--- src/rtl/fabric_config_loader.sv ---
// Streaming config loader: assembles CFG_BITS from little-end-first words in a shadow
// register and commits it atomically to cfg_out, reporting errors on a sticky latch.
module fabric_config_loader #(
    parameter int unsigned CFG_BITS   = 16,
    parameter int unsigned WORD_WIDTH = 32
) (
    input  logic                  clk,
    input  logic                  rst,
    input  logic                  cfg_start,
    input  logic                  in_valid,
    output logic                  in_ready,
    input  logic [WORD_WIDTH-1:0] in_data,
    output logic [CFG_BITS-1:0]   cfg_out,
    output logic                  cfg_valid,
    output logic                  busy,
    output logic                  error_valid,
    output logic [15:0]           error_code
);

    localparam int unsigned NUM_WORDS = (CFG_BITS + WORD_WIDTH - 1) / WORD_WIDTH;
    localparam int unsigned LAST_LO   = (NUM_WORDS - 1) * WORD_WIDTH;
    localparam int unsigned LAST_BITS = CFG_BITS - LAST_LO;
    localparam int unsigned WCNT_W    = (NUM_WORDS > 1) ? $clog2(NUM_WORDS) : 1;

    localparam logic [WCNT_W-1:0]     LAST_IDX   = WCNT_W'(NUM_WORDS - 1);
    localparam logic [WORD_WIDTH-1:0] VALID_MASK = {WORD_WIDTH{1'b1}} >> (WORD_WIDTH - LAST_BITS);

    localparam logic [15:0] ERR_PAD_NONZERO = 16'd16;
    localparam logic [15:0] ERR_LOAD_ABORT  = 16'd264;

    localparam logic ST_IDLE = 1'b0;
    localparam logic ST_LOAD = 1'b1;

    logic                state_q, state_d;
    logic [WCNT_W-1:0]   wcnt_q, wcnt_d;
    logic [CFG_BITS-1:0] shadow_q, shadow_d;
    logic [CFG_BITS-1:0] cfg_q, cfg_d;
    logic                cvalid_q, cvalid_d;
    logic                err_v_q, err_v_d;
    logic [15:0]         err_code_q, err_code_d;
    logic [CFG_BITS-1:0] commit_vec;
    logic                err_pad, err_abort;

    always_comb begin
        state_d    = state_q;
        wcnt_d     = wcnt_q;
        shadow_d   = shadow_q;
        cfg_d      = cfg_q;
        cvalid_d   = cvalid_q;
        err_pad    = 1'b0;
        err_abort  = 1'b0;
        commit_vec = shadow_q;
        commit_vec[LAST_LO +: LAST_BITS] = in_data[LAST_BITS-1:0];

        case (state_q)
            ST_IDLE: begin
                if (cfg_start) begin
                    state_d = ST_LOAD;
                    wcnt_d  = '0;
                end
            end
            ST_LOAD: begin
                // Restart outranks a same-cycle handshake; that word is dropped.
                if (cfg_start) begin
                    wcnt_d    = '0;
                    err_abort = 1'b1;
                end else if (in_valid) begin
                    if (wcnt_q == LAST_IDX) begin
                        cfg_d    = commit_vec;
                        cvalid_d = 1'b1;
                        state_d  = ST_IDLE;
                        wcnt_d   = '0;
                        err_pad  = |(in_data & ~VALID_MASK);
                    end else begin
                        for (int i = 0; i < int'(NUM_WORDS) - 1; i++) begin
                            if (wcnt_q == WCNT_W'(i)) begin
                                shadow_d[i*WORD_WIDTH +: WORD_WIDTH] = in_data;
                            end
                        end
                        wcnt_d = wcnt_q + WCNT_W'(1);
                    end
                end
            end
            default: state_d = ST_IDLE;
        endcase
    end

    // First error wins and sticks; lower code has priority within a cycle.
    always_comb begin
        err_v_d    = err_v_q;
        err_code_d = err_code_q;
        if (!err_v_q) begin
            if (err_pad) begin
                err_v_d    = 1'b1;
                err_code_d = ERR_PAD_NONZERO;
            end else if (err_abort) begin
                err_v_d    = 1'b1;
                err_code_d = ERR_LOAD_ABORT;
            end
        end
    end

    always_ff @(posedge clk) begin
        if (rst) begin
            state_q    <= ST_IDLE;
            wcnt_q     <= '0;
            shadow_q   <= '0;
            cfg_q      <= '0;
            cvalid_q   <= 1'b0;
            err_v_q    <= 1'b0;
            err_code_q <= '0;
        end else begin
            state_q    <= state_d;
            wcnt_q     <= wcnt_d;
            shadow_q   <= shadow_d;
            cfg_q      <= cfg_d;
            cvalid_q   <= cvalid_d;
            err_v_q    <= err_v_d;
            err_code_q <= err_code_d;
        end
    end

    assign in_ready    = (state_q == ST_LOAD);
    assign busy        = (state_q == ST_LOAD);
    assign cfg_out     = cfg_q;
    assign cfg_valid   = cvalid_q;
    assign error_valid = err_v_q;
    assign error_code  = err_code_q;

endmodule

--- config.mk ---
export PLATFORM = sky130hd
export DESIGN_NAME = fabric_config_loader
export DESIGN_NICKNAME = d
export VERILOG_FILES = /design/src/rtl/fabric_config_loader.sv
export SDC_FILE = /design/constraint.sdc
export NUM_CORES = 1
export LEC_CHECK = 0
export CORE_MARGIN = 2
export CORE_UTILIZATION = 33
export DETAILED_ROUTE_END_ITERATION = 16
export GPL_ROUTABILITY_DRIVEN = 1
export GPL_TIMING_DRIVEN = 0
export PLACE_DENSITY = 0.87
export SLEW_MARGIN = 25
export SYNTH_ARGS = -nofsm -noshare
export SYNTH_HDL_FRONTEND = slang
export SYNTH_SLANG_ARGS = --single-unit
--- constraint.sdc ---
create_clock -name clk -period 1.15 [get_ports clk]
set_clock_uncertainty 0.05 [all_clocks]
set_input_delay 0.115 -clock clk [delete_from_list [all_inputs] [get_ports clk]]
set_output_delay 0.115 -clock clk [all_outputs]
set_load 0.01 [all_outputs]
* Yosys cells after proc, flatten, opt, wreduce, memory -nomap -nowiden
Index checks and enable logic that the tools add are counted. W data, S select, Z words.
Operators by class: multiply operators 0, mux-type cells 20, $add $sub $neg 1, reductions and logical operators 5, divide/modulo/power cells 0, bitwise logic cells 4, shifts and indexed selects 0, magnitude comparators 0, eq/ne operators 2
Operators by type and width (number):
- $mux W16 | 2
- $mux W1 | 16
- $reduce_or A16 Y1 | 1
- $not A1 Y1 | 4
- $pmux W1 S2 | 2
- $reduce_and A2 Y1 | 2
- $reduce_and A4 Y1 | 1
- $ne A3 B3 Y1 const B | 1
- $ne A2 B2 Y1 const B | 1
- $reduce_bool A2 Y1 | 1
- $add A1 B1 Y1 const B | 1
Word-level totals: flip-flop bits (word level) 36, ROM bits 0, output and inout bits 36, bits in latches 0, word-level logic and storage cells 38, input port bits 36, memories 0, RAM bits 0

* Longest topological paths before layout
word-level depth 7, gate-level depth with buffers 5, gate-level depth less buffers 3

* Least setup slack after synthesis
OpenSTA, ideal clock, no wires.
path kind flip-flop to flip-flop, start point reg state_q, in the netlist busy, end point reg cfg_q[13], in the netlist cfg_out[13], arrival time 1036 ps, setup time 67 ps, clock period less this slack 1153 ps, data required time 1033 ps, buffers on the path 2, stages on the path, launching flop included 6, path slack -3 ps, cells stage by stage dfxtp_1 and3b_1 buf_6 buf_6 nand2_1 a21oi_2
On the way: cells in the longest elaborated chain, start to end 1
RTL lines:
- start, declared | RTL line 34 | logic state_q, state_d;
- start signal, assigned | RTL line 113 | state_q <= state_d;
- $reduce_and A4 Y1 (no line)
- end signal, assigned | RTL line 116 | cfg_q <= cfg_d;
- end, declared | RTL line 37 | logic [CFG_BITS-1:0] cfg_q, cfg_d;
No other way between the ends. A chain may end at the register's enable or synchronous reset.

* Final worst setup path
start point in cfg_start, end point reg cfg_q[14], in the netlist cfg_out[14]
On the way: cells in the longest elaborated chain, start to end 2
RTL lines:
- start, declared | RTL line 9 | input logic cfg_start,
- $not A1 Y1 (no line)
- $reduce_and A4 Y1 (no line)
No other way between the ends.

==> qor.yml <==
run_status:
  status: "complete, no violations"
worst_setup_path:
  required_ps: 1290
  cp_max_fo: 10
  reg2reg_depth: 5
  endpoint_kind: "register"
  start_kind: "input pin"
  worstPathArrival_ps: 1260
  crit_type: "in -> reg"
yosys:
  syn_inst: 111
  yosys.area.top_type: "dfxtp_1"
  async_flop_share: 0
  syn_avg_cell_area_sq_um: 8.556
  syn-cell-area_sq_um: 949.7
  yosysSeqAreaShare: 0.4427
  yosys_warnings: 0
  synth_edf_count: 0
  synth.distinct_cells: 20
  synth.top_cell.area_share: 0.4427
  ys_seq_elements: 21
  ys.flop_type: "dfxtp_1"
  synth_area_leaders: "dfxtp_1, buf_4, nand2_1, a21oi_2, a21oi_1"
route:
  wl_met1_microns: 963
  vias: 968
  drt-vias-per-instance: 4.420
  drt_iter0_drc: 29
  finalWirelength_mm: 2.474
  wl_per_cell_microns: 11.30
  drtPass1Iterations: 4
  route.met3.wl_microns: 142
  detail_route.drc_violations: 0
  met2_length_mm: 1.322
  ant_nets: 0
  highest_layer: "met4"
clocking:
  cts_buffers: 3
  cts.sinks: 21
  cts_tree: "done"
  cts-root-buf: "clkbuf_4"
  clkLatencyLatePin_ps: 290
  ctsHoldBuffers: 0
  h-tree-depth: 1
  path_clk_slew_ps: 110
  cts_buffer_depth: 2
sta:
  fin_tns_setup_ps: 0
  max_freq_ghz: 0.8876
  post-route-min-period_ps: 1127
  drv_slew: 0
  whs_ps: 305.1
  finalHoldViolCount: 0
  period_share: 0.9797
  setup_viol: 0
global_routing:
  grt_pass1_wl_mm: 4.071
  grt_use_total: 0.1548
  antenna_found_initial: 0
  grt.overflow.total: 0
  grt_pass1_vias: 941
  grt_max_degree: 12
power_and_ir_drop:
  pwr_density_cell_nw_per_um2: 857.3
  p_int_w: 0.001097
  swShare: 0.2415
  clkPwrFrac: 0.238
  p_sw_w: 0.0003492
  seq_power_share: 0.531
  p_leak_nw: 0.7716
  irDropWorstVdd_mv: 0.7349
  comb_power_share: 0.231
layout:
  antenna_cells: 0
  drive_gt1_frac: 0.2287
  syn2layout_area_growth_pct: 77.60
  mostFrequentLayoutCells: "clkdlybuf4s50_1, nand2_1, dfxtp_1, dlygate4sd2_1, buf_4"
  nNetsFinal: 225
  final_common_cell: "clkdlybuf4s50_1"
floorplan:
  die_h_microns: 57.65
  start_util: 0.3474
  io_pins: 72
  die_area_sq_um: 3323
  core.rowCount: 19
  core_sq_um: 2734
  dieWidth_microns: 57.65
place:
  port_buffers: 58
  detailed_place_hpwl_mm: 1.967
  place_congestion: 0.7005
hold_path:
  min_path_cells: 3
  holdCritPathClass: "in -> reg"
flow_run:
  cap_violations: 0
power by group through the flow:
stage / clock network (W) / logic, W / registers, W
after global routing: 0.000394 / 0.000359 / 0.000772
after CTS: 0.000359 / 0.000319 / 0.000769
after floorplan: 0 / 0.000125 / 0.000795
after detailed placement: 0 / 0.000329 / 0.000785
final: 0.000344 / 0.000334 / 0.000768
after global placement: 0 / 0.000322 / 0.000784
routing by layer:
metal / track usage / vias to the layer above
met3: 0.02902 / 4
met1: 0.1757 / 437
li1: - / 492
met4: 0.05980 / 0
met5: 0 / -
met2: 0.2841 / 35
path summary, 6_finish.rpt:
| path | startpoint | end | slack (ps) |
|---|---|---|---|
| worst max register to register | busy | cfg_out[14] | 60 |
| worst min register to register | cfg_out[0] | cfg_out[0] | 410 |
| worst max-delay path | cfg_start | cfg_out[14] | 20 |
| worst min-delay path | in_data[0] | cfg_out[0] | 310 |
cell usage after synthesis, types with 2 or more instances:
cell,instances
a21oi_1,10
a21oi_2,9
buf_4,16
buf_6,2
dfxtp_1,21
inv_1,2
nand2_1,32
nand3b_1,2
nor2_1,3
nor4_1,4
kinds of logic after synthesis:
group,Yosys count,share of synthesized area
AO/OA/AOI/OAI,22,0.1687
buffers and inverters,22,0.1673
flip-flops,21,0.4427
other,1,0.003949
AND/OR/NAND/NOR,45,0.2174
worst max-delay path, cell delays in order:
cell and delay (ps):
clkdlybuf4s50_1 550, and3b_1 210, buf_6 130, buf_8 130, nand2_1 80, a21oi_2 50
state kept, by name (all words and copies together) (netlist names):
name,count
cfg_valid,1
busy,1
error_valid,1
error_code,2
cfg_out,16
stage by stage:
stage	instances	utilization	power [W]	cell area [sq um]	worst slack (ps)
2_1_floorplan	123	-	0.0009197	996.0	85.31
3_3_place_gp	212	0.5908	0.001107	1615	-361.3
3_5_place_dp	212	0.5908	0.001114	1615	-384.5
4_1_cts	216	0.5977	0.001446	1634	1.113
5_1_grt	219	0.6169	0.001525	1687	-5.835
6_report	219	0.6169	0.001446	1687	23.33
what timing repair did:
action / in CTS / in global routing
buffers inserted: 1 / 3
pin swaps: 0 / 1
setup endpoints to repair: 34 / 15
resized for setup: 35 / 6
final cells by class:
type | count | area (sq um)
buffer | 19 | 152.6
clock buffer | 4 | 26.28
fill | 245 | 1047
inverter | 2 | 7.507
multi-input combinational | 80 | 431.7
sequential | 21 | 426.7
tap | 31 | 38.79
timing repair buffer | 62 | 603.1
No activity file was read; power rests on OpenSTA's default activity.
